`src/rtl/scu_bus_pkg.sv`:
```
// scu_bus_pkg: shared response codes, FSM states, fill data and helpers for the bus router
package scu_bus_pkg;
  localparam logic [2:0] RESP_OKAY    = 3'h0;
  localparam logic [2:0] RESP_DECERR  = 3'h2;
  localparam logic [2:0] RESP_TIMEOUT = 3'h3;
  localparam logic [31:0] DEAD_DATA   = 32'hDEAD_DEAD;
  typedef enum logic [1:0] {IDLE, ACCESS, ERR, DONE} state_t;
  function automatic logic [15:0] sat_inc(input logic [15:0] v);
    return (v == 16'hFFFF) ? v : v + 16'd1;
  endfunction
endpackage

```
`src/rtl/scu_bus_addr_match.sv`:
```
// scu_bus_addr_match: decodes a bus address into per-slave hits, the winning index and its offset
module scu_bus_addr_match #(
  parameter int P_ADDR_W     = 24,
  parameter int P_NUM_SLV    = 4,
  parameter int P_SLV_ADDR_W = 16,
  parameter int P_IDX_W      = (P_NUM_SLV > 1) ? $clog2(P_NUM_SLV) : 1,
  parameter logic [P_NUM_SLV*P_ADDR_W-1:0] P_BASE = '0,
  parameter logic [P_NUM_SLV*P_ADDR_W-1:0] P_SIZE = '0
) (
  input  logic [P_ADDR_W-1:0]     addr_i,
  output logic [P_NUM_SLV-1:0]    hit_o,
  output logic [P_IDX_W-1:0]      idx_o,
  output logic [P_SLV_ADDR_W-1:0] offset_o
);
  for (genvar k = 0; k < P_NUM_SLV; k++) begin : g_hit
    logic [P_ADDR_W:0] lo, hi;
    assign lo = {1'b0, P_BASE[k*P_ADDR_W +: P_ADDR_W]};
    assign hi = lo + {1'b0, P_SIZE[k*P_ADDR_W +: P_ADDR_W]};
    assign hit_o[k] = ({1'b0, addr_i} >= lo) && ({1'b0, addr_i} < hi);
  end
  // scan from the top down so the lowest hitting slave is left in idx_o
  always_comb begin
    idx_o = '0;
    for (int i = P_NUM_SLV - 1; i >= 0; i--) if (hit_o[i]) idx_o = P_IDX_W'(i);
  end
  // offset relative to the winning slave's base, truncated to the slave address width
  always_comb offset_o = P_SLV_ADDR_W'(addr_i - P_BASE[idx_o*P_ADDR_W +: P_ADDR_W]);
endmodule

```
`src/rtl/scu_bus_slave_router.sv`:
```
// scu_bus_slave_router: routes single-outstanding bus requests to address-decoded slaves with timeout
module scu_bus_slave_router
  import scu_bus_pkg::*;
#(
  parameter int P_ADDR_W     = 24,
  parameter int P_RESP_W     = 3,
  parameter int P_NUM_SLV    = 4,
  parameter int P_SLV_ADDR_W = 16,
  parameter logic [P_NUM_SLV*P_ADDR_W-1:0] P_BASE = {24'h01_0000, 24'h00_1000, 24'h00_0800, 24'h00_0000},
  parameter logic [P_NUM_SLV*P_ADDR_W-1:0] P_SIZE = {24'hF_0000, 24'h0F000, 24'h00800, 24'h00040},
  parameter int P_TIMEOUT    = 255
) (
  input  logic                          clk_i,
  input  logic                          rst_i,
  input  logic                          bus_csb_i,
  input  logic                          bus_wr_i,
  input  logic [P_ADDR_W-1:0]           bus_address_i,
  input  logic [31:0]                   bus_write_data_i,
  input  logic [3:0]                    bus_byte_en_i,
  output logic [31:0]                   bus_read_data_o,
  output logic                          bus_ready_o,
  output logic [P_RESP_W-1:0]           bus_response_o,
  output logic [P_NUM_SLV-1:0]          slv_csb_o,
  output logic                          slv_wr_o,
  output logic [P_SLV_ADDR_W-1:0]       slv_address_o,
  output logic [31:0]                   slv_write_data_o,
  output logic [3:0]                    slv_byte_en_o,
  input  logic [32*P_NUM_SLV-1:0]       slv_read_data_i,
  input  logic [P_NUM_SLV-1:0]          slv_ready_i,
  input  logic [P_RESP_W*P_NUM_SLV-1:0] slv_response_i,
  output logic [15:0]                   err_cnt_o
);
  localparam int IDX_W = (P_NUM_SLV > 1) ? $clog2(P_NUM_SLV) : 1;
  localparam int CNT_W = (P_TIMEOUT > 0) ? $clog2(P_TIMEOUT + 1) : 1;
  state_t state_q, state_d;
  logic wr_q, wr_d;
  logic [P_SLV_ADDR_W-1:0] addr_q, addr_d, hit_off;
  logic [31:0] wdata_q, wdata_d, rdata_q, rdata_d, sel_rdata;
  logic [3:0] be_q, be_d;
  logic [IDX_W-1:0] idx_q, idx_d, hit_idx;
  logic [P_RESP_W-1:0] resp_q, resp_d, sel_resp;
  logic [CNT_W-1:0] cnt_q, cnt_d;
  logic [15:0] err_q, err_d;
  logic [P_NUM_SLV-1:0] hit;
  logic sel_ready, timeout;
  scu_bus_addr_match #(
    .P_ADDR_W    (P_ADDR_W),
    .P_NUM_SLV   (P_NUM_SLV),
    .P_SLV_ADDR_W(P_SLV_ADDR_W),
    .P_IDX_W     (IDX_W),
    .P_BASE      (P_BASE),
    .P_SIZE      (P_SIZE)
  ) u_match (
    .addr_i  (bus_address_i),
    .hit_o   (hit),
    .idx_o   (hit_idx),
    .offset_o(hit_off)
  );
  assign sel_ready = slv_ready_i[idx_q];
  assign sel_rdata = slv_read_data_i[idx_q*32 +: 32];
  assign sel_resp  = slv_response_i[idx_q*P_RESP_W +: P_RESP_W];
  assign timeout   = (P_TIMEOUT != 0) && (cnt_q == CNT_W'(P_TIMEOUT - 1));
  // next state: accept in IDLE, wait for the selected slave or the timeout in ACCESS, one-cycle ERR/DONE
  always_comb begin
    state_d = state_q;
    wr_d    = wr_q;
    addr_d  = addr_q;
    wdata_d = wdata_q;
    be_d    = be_q;
    idx_d   = idx_q;
    rdata_d = rdata_q;
    resp_d  = resp_q;
    cnt_d   = (state_q == ACCESS) ? cnt_q + 1'b1 : '0;
    err_d   = err_q;
    case (state_q)
      IDLE: if (!bus_csb_i) begin
        if (|hit) begin
          state_d = ACCESS;
          wr_d    = bus_wr_i;
          addr_d  = hit_off;
          wdata_d = bus_write_data_i;
          be_d    = bus_byte_en_i;
          idx_d   = hit_idx;
        end else begin
          state_d = ERR;
          err_d   = sat_inc(err_q);
        end
      end
      ACCESS: if (sel_ready) begin
        state_d = DONE;
        rdata_d = sel_rdata;
        resp_d  = sel_resp;
      end else if (timeout) begin
        state_d = DONE;
        rdata_d = DEAD_DATA;
        resp_d  = P_RESP_W'(RESP_TIMEOUT);
        err_d   = sat_inc(err_q);
      end
      default: state_d = IDLE;
    endcase
  end
  // registers; reset aborts any access in flight
  always_ff @(posedge clk_i or posedge rst_i) begin
    if (rst_i) begin
      state_q <= IDLE;
      wr_q    <= 1'b0;
      addr_q  <= '0;
      wdata_q <= '0;
      be_q    <= '0;
      idx_q   <= '0;
      rdata_q <= '0;
      resp_q  <= '0;
      cnt_q   <= '0;
      err_q   <= '0;
    end else begin
      state_q <= state_d;
      wr_q    <= wr_d;
      addr_q  <= addr_d;
      wdata_q <= wdata_d;
      be_q    <= be_d;
      idx_q   <= idx_d;
      rdata_q <= rdata_d;
      resp_q  <= resp_d;
      cnt_q   <= cnt_d;
      err_q   <= err_d;
    end
  end
  // outputs are decoded from state so slave selects drop the cycle after ready
  always_comb begin
    bus_ready_o      = (state_q == ERR) || (state_q == DONE);
    bus_read_data_o  = (state_q == DONE) ? rdata_q : DEAD_DATA;
    bus_response_o   = (state_q == DONE) ? resp_q :
                       (state_q == ERR) ? P_RESP_W'(RESP_DECERR) : P_RESP_W'(RESP_OKAY);
    slv_csb_o        = (state_q == ACCESS) ? ~(P_NUM_SLV'(1) << idx_q) : '1;
    slv_wr_o         = (state_q == ACCESS) && wr_q;
    slv_address_o    = (state_q == ACCESS) ? addr_q : '0;
    slv_write_data_o = (state_q == ACCESS) ? wdata_q : '0;
    slv_byte_en_o    = (state_q == ACCESS) ? be_q : '0;
    err_cnt_o        = err_q;
  end
endmodule
```
`config.mk`:
```
export PLATFORM = sky130hd
export DESIGN_NAME = scu_bus_slave_router
export DESIGN_NICKNAME = d
export VERILOG_FILES = /design/src/rtl/scu_bus_pkg.sv /design/src/rtl/scu_bus_addr_match.sv /design/src/rtl/scu_bus_slave_router.sv
export SDC_FILE = /design/constraint.sdc
export NUM_CORES = 1
export LEC_CHECK = 0
export CAP_MARGIN = 30
export CORE_ASPECT_RATIO = 2
export CORE_MARGIN = 2
export CORE_UTILIZATION = 36
export DETAILED_ROUTE_END_ITERATION = 10
export PLACE_DENSITY = 0.85
export SETUP_SLACK_MARGIN = 0.05
export SYNTH_ARGS = -nofsm -noshare
export SYNTH_HDL_FRONTEND = slang
export SYNTH_SLANG_ARGS = --single-unit
```
`constraint.sdc`:
```
create_clock -name clk_i -period 3.55 [get_ports clk_i]
set_clock_uncertainty 0.1 [all_clocks]
set_input_delay 0.5325 -clock clk_i [delete_from_list [all_inputs] [get_ports clk_i]]
set_output_delay 0.5325 -clock clk_i [all_outputs]
set_load 0.01 [all_outputs]
```
==> results.md <==
- Setup crit end kind: output pin
- Part of the cycle the worst path needs: between 90% and 100%
- Routed Antenna Nets: 0
- #FFs+latches synth: 116
- Via density: between 5 and 6
- Final setup viols: 0
- Vias in the first global route: 5811
- Worst skew pair latency: 0.41 ns
- Number of diodes: 0
- Distinct cell type count after synthesis: 39
- Final design area excluding fillers: 10140 um^2
- Die H: between 150 and 200 um
- Setup Buffers After CTS: 0
- Synth warn: 0
- Wire per inst: 19.77 um
- Hold path startpoint: rdata_q[16]
- Chip Width: a little under 100 um
- Clock root buffer: clkbuf_16
- Pleak: 0.004061 uW
- TNS Setup: 0 ns
- Utilization after layout: 60.48%
- VDD IR-drop max: about 0.38 mV
- CTS tree: built
- Initial Util: 36.70%
- First drt pass iteration count: 4
- Port Buf Inserts: 316
- Hold buffers post-CTS: 0
- Commonest cells after routing, fill and taps aside: clkdlybuf4s50_1 (316), dfrtp_1 (114), and2_1 (53)
- Critical path buffers and inverters: 1
- Top Ports: 317
- RR Startpoint: state_q[1]
- Dpl hpwl: 15.33 mm
- Post-synth top flop: dfrtp_1
- Critical path launch point type: register
- Row cnt: 67
- Crit path DAT: 2.61 ns
- Deepest clock path buffer count: 2
- Status: finished, final reports clean
- Top post-synthesis cells by area: dfrtp_1 (47%), mux4_2 (13%), mux2_2 (8.4%)
- Synth top area share: 47.17%
- Cell taking the most area after synthesis: dfrtp_1
- Commonest non-fill, non-tap cell in the layout: clkdlybuf4s50_1
- Initial antenna violation count: 0
- Via count: about 5300
- Crit-path cells: nand2_1, or2_2, clkdlybuf4s50_1
- Post-DP Area: about 9500 um^2
- Post-synth EDFFs: 0
- Pin count of the biggest net entering global routing: 117
- Pwr Total: between 5000 and 6000 uW
- First-pass GRT wire length: about 31 mm
- Register area share after synthesis: 47.17%
- Hold Path Class: reg -> reg
- Largest stage delay, worst path: 0.71 ns
- Achievable frequency: 308.5 MHz
- Post-Syn Area: slightly above 6000 um^2
- CP max stage cell: dfrtp_1
- Routability cong.: 0.8266
- Ys async rst share: 100.0%
- Highest fanout seen on the critical path: 22
- Setup CP Type: reg -> out
- Clk slew on worst S/H paths: 0.05 ns
- Drt first-iter violations: approximately 160
- Final min period: around 3.2 ns
- Critical Path Source: state_q[1]
- Slew margin rel.: 38.08%
- Core Region: 16770 um^2
- WP data required: 2.92 ns
- Final Slew Violations: 0
- Cell family with most CP delay: simple AND/OR/NAND/NOR gates
- Pwr dens: 517.5 nW/um^2
- Proportion of layout cells with a drive suffix above 1: between 10% and 20%
- Final Net Count: 1021
- Mean post-synth cell area: 12.28 um^2
- Final Hold Fails: 0
- Num CTS Buffers: 17
- Worst-margin pin slew: around 0.93 ns
- H-Tree Depth: 4
- Post-CTS resize count: 0
- Final WS setup: 0.3087 ns
- Max Cap Violations: 0
- Final wirelength: 20.33 mm
- Post-Syn Instances: ~500
- RSZ-0062 raised after global routing: no
- Syn-to-layout area delta: 64.78%
- Synthesized net count: 714
- Congestion Overflow GR: 0
- Dpl ws: roughly 0.31 ns
- TritonCTS Sinks: approximately 120
- Die ar.: between 15000 and 20000 um^2
- DRC Markers: 0
- GR Util All Layers: around 23%
==> metal layers <==
metal  part of all wire (%)  vias to the layer above  track usage (%)
met5                      0                        -                0
met4                    3.4                        0            9.967
met3                    6.2                       43            5.770
met2                     55                      207            42.01
met1                     35                     2602            23.84
li1                       -                     2435                -
==> cell usage after synthesis, types with 5 or more instances <==
| cell | instances |
|---|---|
| and4_1 | 5 |
| mux4_2 | 35 |
| dfrtp_1 | 116 |
| nand4_1 | 8 |
| xnor2_1 | 17 |
| inv_1 | 7 |
| and3_1 | 18 |
| or2_2 | 23 |
| nand3_1 | 17 |
| a22o_1 | 11 |
| buf_2 | 13 |
| a21oi_1 | 8 |
| o22a_1 | 23 |
| clkbuf_1 | 23 |
| nand2_1 | 8 |
| ha_1 | 5 |
| xor2_1 | 6 |
| nor2_1 | 21 |
| mux2_2 | 46 |
| o21ai_0 | 7 |
| and2_1 | 53 |
==> area by class of cell <==
class,instances,area [um^2]
Clock buffer,20,446.7
Timing Repair Buffer,326,3251
Multi-Input combinational cell,340,3068
Sequential cell,116,2905
Tap cell,207,259.0
Fill cell,1334,6626
Inverter,7,30.03
Clock inverter,12,180.2
==> where the power goes <==
part,switching (uW),total (uW),internal (uW)
logic,500,1410,910
clock network,615,1810,1190
registers,291,2030,1740
total,1410,5250,3840
==> worst reg2reg max path, cell delays in order, from the launching register on <==
cell      delay (ns)
dfrtp_1         0.60
buf_4           0.27
nand2b_1        0.39
nor3_1          0.28
o21ai_1         0.14
a21oi_4         0.39
nand2_1         0.17
mux2_1          0.33
==> final timing paths <==
check | end | slack [ns] | cells past startpoint
min in group asynchronous | err_cnt_o[8] | 0.59 | 3
worst max register to register | err_cnt_o[1] | 0.78 | 7
worst max-delay path | bus_read_data_o[7] | 0.31 | 3
max in group asynchronous | addr_q[4] | 2.25 | 3
worst min register to register | rdata_q[16] | 0.38 | 1
worst min-delay path | rdata_q[16] | 0.38 | 1
==> registers in the layout (all words and copies together) (netlist names) <==
signal	flops
cnt_q	8
resp_q	3
addr_q	16
err_cnt_o	16
idx_q	2
wdata_q	32
be_q	4
rdata_q	32
state_q	2
wr_q	1
==> metrics by stage <==
stage | hold WS, ns | std cells
2_1_floorplan | 0.3489 | 501
5_1_grt | 0.3885 | 1028
3_5_place_dp | 0.3713 | 996
4_1_cts | 0.3840 | 1028
3_3_place_gp | 0.3584 | 996
6_report | 0.3815 | 1028
==> logic make-up after synthesis <==
| kind of cell | after synthesis | synth area share (%) |
|---|---|---|
| fa+ha+maj | 5 | 1.017 |
| compound gates | 55 | 6.934 |
| flops | 116 | 47.17 |
| xor+xnor | 23 | 3.274 |
| mux | 86 | 22.12 |
| simple gates | 171 | 16.35 |
| buf+inv | 45 | 3.131 |
(Power assumes the default switching activity.)
